--- config.mk ---
export PLATFORM = sky130hd
export DESIGN_NAME = player_state_uart_tx
export DESIGN_NICKNAME = d
export VERILOG_FILES = /design/src/rtl/uart_pkg.sv /design/src/rtl/player_state_uart_tx.sv
export SDC_FILE = /design/constraint.sdc
export NUM_CORES = 1
export LEC_CHECK = 0
export ABC_AREA = 1
export BUFFER_PORTS_ARGS = -buffer_cell sky130_fd_sc_hd__buf_2
export CORE_ASPECT_RATIO = 1.4
export CORE_MARGIN = 4
export CORE_UTILIZATION = 27
export DETAILED_ROUTE_END_ITERATION = 6
export PLACE_DENSITY = 0.46
export SLEW_MARGIN = 20
export SYNTH_ARGS = -nofsm -noshare
export SYNTH_HDL_FRONTEND = slang
export SYNTH_SLANG_ARGS = --single-unit
--- constraint.sdc ---
create_clock -name clk -period 2.2 [get_ports clk]
set_clock_uncertainty 0.1 [all_clocks]
set_input_delay 0.44 -clock clk [delete_from_list [all_inputs] [get_ports clk]]
set_output_delay 0.44 -clock clk [all_outputs]
set_load 0.05 [all_outputs]
--- src/rtl/uart_pkg.sv ---
// Shared definitions for the player-sync UART link.
// Both the sender (player_state_uart_tx) and the receiver build packet bytes
// through pkt_byte so that the two ends cannot drift apart on the layout.
package uart_pkg;

  typedef enum logic {TX_IDLE, TX_SEND} ptx_state_t;

  localparam int         PKT_LEN  = 6;
  localparam logic [7:0] PKT_SYNC = 8'hA5;

  // Byte idx of the packet for a given snapshot.
  // Index 5 is the XOR of the four payload bytes.
  // Any index past the end of the packet returns 0.
  function automatic logic [7:0] pkt_byte(input logic [2:0]  idx,
                                          input logic [11:0] x,
                                          input logic [11:0] y,
                                          input logic [1:0]  lvl);
    logic [7:0] b1, b2, b3, b4;
    b1 = x[11:4];
    b2 = {x[3:0], y[11:8]};
    b3 = y[7:0];
    b4 = {6'b0, lvl};
    case (idx)
      3'd0:    pkt_byte = PKT_SYNC;
      3'd1:    pkt_byte = b1;
      3'd2:    pkt_byte = b2;
      3'd3:    pkt_byte = b3;
      3'd4:    pkt_byte = b4;
      3'd5:    pkt_byte = b1 ^ b2 ^ b3 ^ b4;
      default: pkt_byte = 8'h00;
    endcase
  endfunction

endpackage

--- src/rtl/player_state_uart_tx.sv ---
// Sender side of the player-sync link.
// Once every FRAME_DIV frame ticks it snapshots the local player's x/y/level.
// It then streams the result as a 6-byte packet over a valid/ready byte interface:
//   SYNC, x[11:4], {x[3:0],y[11:8]}, y[7:0], {6'b0,level}, XOR checksum.
// Ports:
//   clk, rst          clock, asynchronous active-high reset
//   frame_tick        1-cycle pulse per frame
//   x_value, y_value  12-bit local player position
//   level_home        2-bit local player level
//   tx_data/tx_valid  byte stream to the UART serialiser, held until tx_ready
//   tx_ready          serialiser accepts the byte when tx_valid && tx_ready
//   busy              high while a packet is in flight
//   pkt_sent          1-cycle pulse after the checksum byte is accepted
//   tick_dropped      1-cycle pulse (registered) for a frame_tick seen while busy
module player_state_uart_tx
  import uart_pkg::*;
#(
  parameter int         FRAME_DIV = 1,
  parameter logic [7:0] SYNC_BYTE = 8'hA5
) (
  input  logic        clk,
  input  logic        rst,
  input  logic        frame_tick,
  input  logic [11:0] x_value,
  input  logic [11:0] y_value,
  input  logic [1:0]  level_home,
  output logic [7:0]  tx_data,
  output logic        tx_valid,
  input  logic        tx_ready,
  output logic        busy,
  output logic        pkt_sent,
  output logic        tick_dropped
);

  localparam logic [3:0] DIV_LAST  = 4'(FRAME_DIV - 1);
  localparam logic [2:0] BYTE_LAST = 3'(PKT_LEN - 1);

  ptx_state_t  state;
  logic [3:0]  div_cnt;
  logic [2:0]  byte_idx;
  logic [11:0] snap_x, snap_y;
  logic [1:0]  snap_lvl;
  logic [7:0]  cks_q;
  logic [7:0]  next_byte;

  // Payload bytes come from the frozen snapshot.
  // Input changes during SEND are therefore invisible to the packet.
  // The checksum is taken from the registered copy captured at latch time.
  always_comb begin
    next_byte = pkt_byte(byte_idx + 3'd1, snap_x, snap_y, snap_lvl);
    if (byte_idx == BYTE_LAST - 3'd1) next_byte = cks_q;
  end

  assign busy = (state == TX_SEND);

  always_ff @(posedge clk or posedge rst) begin
    if (rst) begin
      state        <= TX_IDLE;
      div_cnt      <= '0;
      byte_idx     <= '0;
      snap_x       <= '0;
      snap_y       <= '0;
      snap_lvl     <= '0;
      cks_q        <= '0;
      tx_data      <= '0;
      tx_valid     <= 1'b0;
      pkt_sent     <= 1'b0;
      tick_dropped <= 1'b0;
    end else begin
      pkt_sent     <= 1'b0;
      tick_dropped <= 1'b0;
      case (state)
        TX_IDLE: begin
          if (frame_tick) begin
            if (div_cnt == DIV_LAST) begin
              snap_x   <= x_value;
              snap_y   <= y_value;
              snap_lvl <= level_home;
              cks_q    <= pkt_byte(3'd5, x_value, y_value, level_home);
              div_cnt  <= '0;
              byte_idx <= '0;
              tx_data  <= SYNC_BYTE;
              tx_valid <= 1'b1;
              state    <= TX_SEND;
            end else begin
              div_cnt <= div_cnt + 4'd1;
            end
          end
        end
        TX_SEND: begin
          // A tick that arrives while sending is dropped, including one that
          // lands on the same cycle as the checksum handshake.
          tick_dropped <= frame_tick;
          // tx_valid is constantly 1 in SEND, so tx_ready alone is the handshake.
          if (tx_ready) begin
            if (byte_idx == BYTE_LAST) begin
              state    <= TX_IDLE;
              byte_idx <= '0;
              tx_valid <= 1'b0;
              tx_data  <= '0;
              pkt_sent <= 1'b1;
            end else begin
              byte_idx <= byte_idx + 3'd1;
              tx_data  <= next_byte;
            end
          end
        end
        default: state <= TX_IDLE;
      endcase
    end
  end

endmodule

Word level (Yosys, flattened, before mapping)

Index checks and enable logic that the tools add are counted.

Add/sub/neg operators: 2
Muxes and demuxes: 27
Equal/unequal tests: 11
Reduce and logical (&&, ||, !) cells: 6
Bitwise logic cells: 7

Operators with widths:

| cell                                                                  | count |
|---|---|
| 8-bit one-hot mux with 6 select lines                                 | 1 |
| 8-bit 2-to-1 mux                                                      | 5 |
| 8-bit bitwise XOR                                                     | 4 |
| 8-bit one-hot mux with 2 select lines                                 | 1 |
| 8-bit by 2-bit bitwise XOR with 8-bit output                          | 2 |
| 3-bit equality test, second input constant                            | 4 |
| 1-bit 2-to-1 mux                                                      | 12 |
| 3-bit 2-to-1 mux                                                      | 4 |
| 3-bit by 2-bit equality test with 1-bit output, second input constant | 2 |
| 2-bit != test, second input constant                                  | 3 |
| 3-bit one-hot mux with 2 select lines                                 | 1 |
| 3-bit AND reduction                                                   | 2 |
| 4-bit by 1-bit adder with 4-bit output, second input constant         | 1 |
| 4-bit logical NOT                                                     | 1 |
| 4-bit 2-to-1 mux                                                      | 1 |
| 1-bit one-hot mux with 2 select lines                                 | 2 |
| 4-bit AND reduction                                                   | 1 |
| 3-bit by 1-bit adder with 3-bit output, second input constant         | 1 |
| 3-bit by 1-bit equality test with 1-bit output, second input constant | 1 |
| 3-bit logical NOT                                                     | 1 |
| 2-bit by 1-bit != test with 1-bit output, second input constant       | 1 |
| 2-bit AND reduction                                                   | 1 |
| 1-bit NOT                                                             | 1 |

Bits of input ports: 30
Flip-flop bits (word level): 53
Word-level logic and storage cells: 64

Longest topological paths before layout

Gate-level depths: netlist (run 1).

Depth in word-level cells: 8
Mapped depth: 14

Least setup slack after synthesis (run 1)

OpenSTA, ideal clock, no wires.

Kind: reg2reg
Start point: register byte_idx[0]
End point: register tx_data[5]
Setup slack: 0.253 ns
Buffers on the path: 3
Arrival time: 1.781 ns
Data required time: 2.034 ns
Setup time: 0.066 ns
Cell stages (with the launch flop): 15
Clock period less this slack: 1.947 ns
Cells stage by stage: dfrtp_1 > buf_6 > nand2_1 > inv_1 > ha_1 > buf_2 > clkbuf_1 > nand3_1 > nand2_1 > nor2_1 > nand2_1 > nand2_1 > nand2_1 > nand2_1 > nand2_1

Word-level cells in the longest chain between the ends: 7

RTL lines:

| element                                           | line                        | text |
|---|---|---|
| start: declaration                                | player_state_uart_tx.sv:40  | `logic [2:0] byte_idx;` |
| start signal: assignment                          | player_state_uart_tx.sv:103 | `byte_idx <= byte_idx + 3'd1;` |
| 3-bit by 1-bit adder with 3-bit output            | player_state_uart_tx.sv:50  | `next_byte = pkt_byte(byte_idx + 3'd1, snap_x, snap_y, snap_lvl);` |
| 3-bit equality test, or another cell as far along | uart_pkg.sv:23              | `case (idx)` |
| 8-bit one-hot mux with 6 select lines             | uart_pkg.sv:23              |  |
| 8-bit 2-to-1 mux                                  | player_state_uart_tx.sv:51  | `if (byte_idx == BYTE_LAST - 3'd1) next_byte = cks_q;` |
| 8-bit 2-to-1 mux *                                | player_state_uart_tx.sv:96  | `if (byte_idx == BYTE_LAST) begin` |
| 8-bit 2-to-1 mux *                                | player_state_uart_tx.sv:95  | `if (tx_ready) begin` |
| 8-bit one-hot mux with 2 select lines *           | player_state_uart_tx.sv:72  | `case (state)` |
| end signal: assignment                            | player_state_uart_tx.sv:104 | `tx_data <= next_byte;` |
| end: declaration                                  | player_state_uart_tx.sv:27  | `output logic [7:0] tx_data,` |

Mark *: on every way between the ends. The rest lies on a longest branch, timed or not. The select of a mux whose other input is x is not followed.
A chain may end at the register's enable or synchronous reset.

Final worst setup path (run 1)

Start point: register div_cnt[0]
End point: register snap_lvl[0]

Word-level cells in the longest chain between the ends: 2

RTL lines:

| element                              | line                       | text |
|---|---|---|
| start: declaration                   | player_state_uart_tx.sv:39 | `logic [3:0] div_cnt;` |
| start signal: assignment             | player_state_uart_tx.sv:86 | `div_cnt <= div_cnt + 4'd1;` |
| 4-bit logical NOT                    | player_state_uart_tx.sv:75 | `if (div_cnt == DIV_LAST) begin` |
| 3-bit AND reduction (no source line) | n/a                        |  |
| end signal: assignment               | player_state_uart_tx.sv:78 | `snap_lvl <= level_home;` |
| end: declaration                     | player_state_uart_tx.sv:42 | `logic [1:0] snap_lvl;` |

Every way passes these cells.

==> results of run 1 <==
-- worst max-delay path, stage by stage (launching register included) --
cell,delay [ns]
dfrtp_1,0.42
inv_1,0.09
ha_1,0.14
nand2_1,0.05
nor2_1,0.26
nand2_4,0.17
inv_4,0.25
buf_4,0.21
nand2_1,0.06
o21ai_0,0.08
-- registers in the layout, indices dropped and copies added, names as in the netlist --
signal and flops:
busy 1, tx_valid 1, cks_q 8, pkt_sent 1
snap_y 12, byte_idx 3, snap_x 12, tick_dropped 1
snap_lvl 2, div_cnt 4, tx_data 8
-- where the power goes --
part / internal [uW] / switching, uW
clock network: 483 / 354
registers: 1430 / 330
logic: 870 / 1710
-- through the flow --
step,power (uW),cells,cell area [sq um],hold WS [ns]
2_1_floorplan,3660,421,3050,0.346
3_3_place_gp,4380,603,3480,0.367
3_5_place_dp,4380,603,3480,0.367
4_1_cts,5250,611,3640,0.0996
5_1_grt,5710,611,3640,0.124
6_report,5170,611,3640,0.0765
-- per-layer routing --
layer,global-route usage,wire length [um],vias up,part of all wire
met1,0.160,3470,1192,0.46
li1,-,-,1403,-
met5,0,0,-,0
met4,0.0439,117,0,0.016
met3,0.0215,233,6,0.031
met2,0.205,3670,44,0.49
-- final timing paths --
check	endpoint	cells past startpoint
hold / removal	snap_y[11]	3
min in group clk	snap_y[2]	3
setup / recovery	snap_lvl[0]	9
hold reg to reg	tx_data[0]	2
setup reg to reg	snap_lvl[0]	9
max in group asynchronous	snap_y[7]	3
-- final cells by class --
cell class	instances	area, sq um	area share
Timing Repair Buffer	52	325	0.0894
Inverter	52	198	0.0543
Tap cell	141	176	0.0485
Sequential cell	53	1330	0.364
Clock buffer	7	153	0.0419
Multi-Input combinational cell	305	1460	0.400
Clock inverter	1	5.00	0.00138
-- Yosys cell counts --
cell type	instances
nor2_2	2
inv_4	1
xnor2_1	11
ha_1	4
buf_6	2
o21ai_1	2
nand2_4	3
a22oi_1	1
nand3b_1	1
clkbuf_2	1
inv_2	7
clkbuf_1	1
a21oi_2	1
nor3_2	1
nor2_1	15
xor2_1	9
nand3_1	30
nand2_1	173
or2_2	2
nor2_4	1
inv_1	44
dfrtp_1	53
buf_2	7
o21ai_0	37
nand4_1	9
a21oi_1	1
o21ai_2	1
nand2_2	1
-- cell families after synthesis --
kind of cell,Yosys count
simple gates,238
xor+xnor,20
compound gates,43
buf+inv,63
flops,53
fa+ha+maj,4
==> flow_metrics.env, run 1 <==
export IMPL_n_antenna_cell=0
export IMPL_cts_tree="yes"
export IMPL_dr_pass1_iters=4
export IMPL_drcViolationCount=0
export IMPL_required_ns=2.31
export IMPL_fin_util=0.333
export IMPL_syn_to_final_growth_pct=19.5
export IMPL_dp_hpwl_um=5680
export IMPL_numCtsBuffers=5
export IMPL_drive_gt1_frac=0.172
export IMPL_rsz0062_at_grt="no"
export IMPL_critical_path_class="reg2reg"
export IMPL_rr_startpoint="div_cnt[0]"
export IMPL_synth_cell_type_count=28
export IMPL_drt_initial_drc_count=76
export IMPL_layout_setup_ws_ns=0.274
export IMPL_dieArea_sq_mm=0.0131
export IMPL_viasPerCell=4.33
export IMPL_maxSlewViolCount=0
export IMPL_initial_core_util=0.279
export IMPL_netlist_area_sq_mm=0.00305
export IMPL_ctsHtreeMaxLevel=2
export IMPL_setup_tns_ns=0
export IMPL_grt_overflow=0
export IMPL_grt_pass1_wl_um=13000
export IMPL_io_buffers=41
export IMPL_yosysTopAreaCellShare=0.435
export IMPL_clock_sinks=53
export IMPL_ir_drop_v=0.000586
export IMPL_synthAdderAreaFrac=0.0164
export IMPL_crit_fanout=21
export IMPL_cp_start_kind="flip-flop"
export IMPL_synth_seq_cells=53
export IMPL_core_sq_mm=0.0109
export IMPL_synth_top_family_by_area="simple AND/OR/NAND/NOR gates"
export IMPL_layout_min_cycle_time_ns=1.93
export IMPL_relSlewSlack=0.787
export IMPL_cp_startpoint="div_cnt[0]"
export IMPL_clockBufferDepth=2
export IMPL_rows=45
export IMPL_synth_cells=421
export IMPL_die_x_um=97.8
export IMPL_final_hold_violation_count=0
export IMPL_vias=2645
export IMPL_grtUsageTotal=0.123
export IMPL_worst_ep_arrival_time_ns=2.03
export IMPL_yosysWarnings=0
export IMPL_cts_clk_slew_worst_paths_ns=0.07
export IMPL_drv_cap=0
export IMPL_antenna_left=0
export IMPL_postCtsResizedCells=0
export IMPL_synth_avg_cell_area_sq_um=7.24
export IMPL_synth_simple_gate_area_share=0.330
export IMPL_endpoint_kind="flip-flop"
export IMPL_final_common_cell="nand2_1"
export IMPL_fmax_ghz=0.519
export IMPL_yosys_area_top_type="dfrtp_1"
export IMPL_seq_area_frac_synth=0.435
export IMPL_die_y_um=134
export IMPL_cts_setup_buffers=0
export IMPL_status="finished, final reports clean"
export IMPL_hp_class="in2async"
export IMPL_tightest_slew_ns=0.319
export IMPL_netlist_top_cells_area="dfrtp_1, nand2_1, o21ai_0"
export IMPL_nFillCells=1194
export IMPL_grt_max_degree=54
export IMPL_drt_total_wl_um=7490
export IMPL_worstSkewPairLatency_ns=0.29
export IMPL_final_cell_mix="nand2_1, dfrtp_1, inv_1, buf_2, o21ai_0"
export IMPL_p_per_area_mw_per_mm2=1420
export IMPL_muxShareOfSynthArea=0
export IMPL_grt_pass1_vias=2621
export IMPL_antenna_found_initial=0
export IMPL_rrSetupSlack_ns=0.27
export IMPL_fin_nets=503
export IMPL_total_leakage_power_uw=0.00195
export IMPL_finalCritPeriodShare=0.876
export IMPL_synthXorXnorAreaFrac=0.0575
export IMPL_wl_per_cell_um=12.3
export IMPL_syn_nets=455
export IMPL_setup_viol=0
export IMPL_cts_root_buffer="clkbuf_16"
export IMPL_dp_slack_ns=0.248
export IMPL_top_level_ports=42
export IMPL_cts_hold_buffers=0
export IMPL_synth_compound_area_frac=0.0739
export IMPL_place_congestion=0.819
No activity file was read; power rests on OpenSTA's default activity.
==> run 2: changes to the inputs <==
BUFFER_PORTS_ARGS = -buffer_cell sky130_fd_sc_hd__buf_4   (was -buffer_cell sky130_fd_sc_hd__buf_2)
SLEW_MARGIN = not set   (was 20)
==> run 2 against run 1 <==
Register-to-register slack hardly changed. Non-clock buffer count is the same. Routed wire length is 0.95% higher. Worst hold slack got worse by 0.0067 ns. Core utilization rose by 1.0 points. Combinational power is essentially flat. Global-route usage is essentially flat. First-iteration DRC count increased by 39%.
==> flow_metrics.env, run 2 (synthesis gave the netlist of run 1 again) <==
export IMPL_hp_class="in2async"
export IMPL_clock_sinks=53
export IMPL_p_per_area_mw_per_mm2=1420
export IMPL_drt_initial_drc_count=106
export IMPL_worst_ep_arrival_time_ns=2.02
export IMPL_syn_to_final_growth_pct=23.0
export IMPL_ir_drop_v=0.000439
export IMPL_rsz0062_at_grt="no"
export IMPL_maxSlewViolCount=0
export IMPL_grtUsageTotal=0.123
export IMPL_cts_tree="yes"
export IMPL_status="finished, final reports clean"
export IMPL_setup_viol=0
export IMPL_dp_cells=603
export IMPL_grt_overflow=0
export IMPL_numCtsBuffers=5
export IMPL_total_power_uw=5320
export IMPL_die_y_um=134
export IMPL_postCtsResizedCells=0
export IMPL_layout_min_cycle_time_ns=1.93
export IMPL_largest_registers="snap_x: 12 flops, snap_y: 12 flops"
export IMPL_seq_area_sq_mm=0.00133
export IMPL_instances_no_fill=611
export IMPL_antenna_found_initial=0
export IMPL_io_buffers=41
export IMPL_crit_fanout=8
export IMPL_dr_pass1_iters=6
export IMPL_dieArea_sq_mm=0.0131
export IMPL_required_ns=2.29
export IMPL_worstSkewPairLatency_ns=0.29
export IMPL_endpoint_kind="flip-flop"
export IMPL_place_area_sq_mm=0.00357
export IMPL_grt_pass1_vias=2675
export IMPL_dp_hpwl_um=5820
export IMPL_total_leakage_power_uw=0.00198
export IMPL_cp_startpoint="byte_idx[1]"
export IMPL_core_sq_mm=0.0109
export IMPL_grt_pass1_wl_um=13000
export IMPL_rr_startpoint="byte_idx[1]"
export IMPL_final_cell_mix="nand2_1, dfrtp_1, buf_4, inv_1, o21ai_0"
export IMPL_multiInputGateArea_sq_mm=0.00146
export IMPL_drcViolationCount=0
export IMPL_cts_hold_buffers=0
export IMPL_viasPerCell=4.39
export IMPL_antenna_left=0
export IMPL_die_x_um=97.8
export IMPL_nFillCells=1218
export IMPL_wl_per_cell_um=12.4
export IMPL_place_congestion=0.812
export IMPL_finalCritPeriodShare=0.879
export IMPL_drive_gt1_frac=0.172
export IMPL_cts_setup_buffers=0
export IMPL_drt_total_wl_um=7560
export IMPL_relSlewSlack=0.679
export IMPL_vias=2680
export IMPL_clockBufferDepth=2
export IMPL_cts_root_buffer="clkbuf_16"
export IMPL_fin_area_sq_mm=0.00375
export IMPL_tightest_slew_ns=0.481
export IMPL_grt_max_degree=34
export IMPL_n_antenna_cell=0
export IMPL_final_common_cell="nand2_1"
export IMPL_fin_nets=503
export IMPL_cts_clk_slew_worst_paths_ns=0.07
export IMPL_fmax_ghz=0.517
export IMPL_final_hold_violation_count=0
export IMPL_initial_core_util=0.279
export IMPL_top_level_ports=42
export IMPL_drv_cap=0
export IMPL_ctsHtreeMaxLevel=2
export IMPL_setup_tns_ns=0
export IMPL_rows=45
export IMPL_critical_path_class="reg2reg"
export IMPL_cp_start_kind="flip-flop"
[run 2: cell types whose count changed in the layout (fill, tap and decap cells not counted), sizes merged]
cell,delta
bufinv,+1
clkbuf,-1
clkinv,-1
clkinvlp,+1
[run 2: final timing paths]
check / to / slack, ns / cells past startpoint
max: tx_data[7] / 0.27 / 12
min: snap_y[11] / 0.07 / 2
max reg2reg: tx_data[7] / 0.27 / 12
min reg2reg: div_cnt[3] / 0.38 / 1
max in group asynchronous: cks_q[6] / 1.39 / 3
min in group clk: snap_y[2] / 0.25 / 3
[run 2: per-layer routing]
layer  wire length, um  track usage
met4               133       0.0477
met5                 0            0
met1              3480        0.155
met2              3690        0.209
met3               261       0.0225
[run 2: critical path, cell delays in order, from the launching register on]
cell,delay [ns]
dfrtp_1,0.46
nand2_1,0.10
inv_1,0.05
ha_1,0.40
buf_4,0.21
nand4_1,0.08
nand2_1,0.05
nor2_1,0.09
nand2_1,0.07
nand2_1,0.07
nand2_1,0.05
nand2_1,0.06
nand2_1,0.05
[run 2: cell type report]
type,count,share of cell area
clock buffer,6,0.0370
clock inverter,2,0.0100
inverter,52,0.0527
multi-input combinational,305,0.389
sequential,53,0.354
tap,141,0.0471
timing repair buffer,52,0.111
[run 2: stage by stage]
step	hold slack [ns]	setup slack, ns	util
floorplan	0.346	0.253	-
global placement	0.367	0.241	0.327
detailed placement	0.372	0.262	0.327
CTS	0.0874	0.232	0.343
global route	0.104	0.0765	0.343
finish	0.0698	0.267	0.343
[run 2: power breakdown]
part / internal (uW) / total [uW] / switching (uW)
registers: 1430 / 1800 / 369
clock network: 568 / 927 / 359
logic: 923 / 2600 / 1670
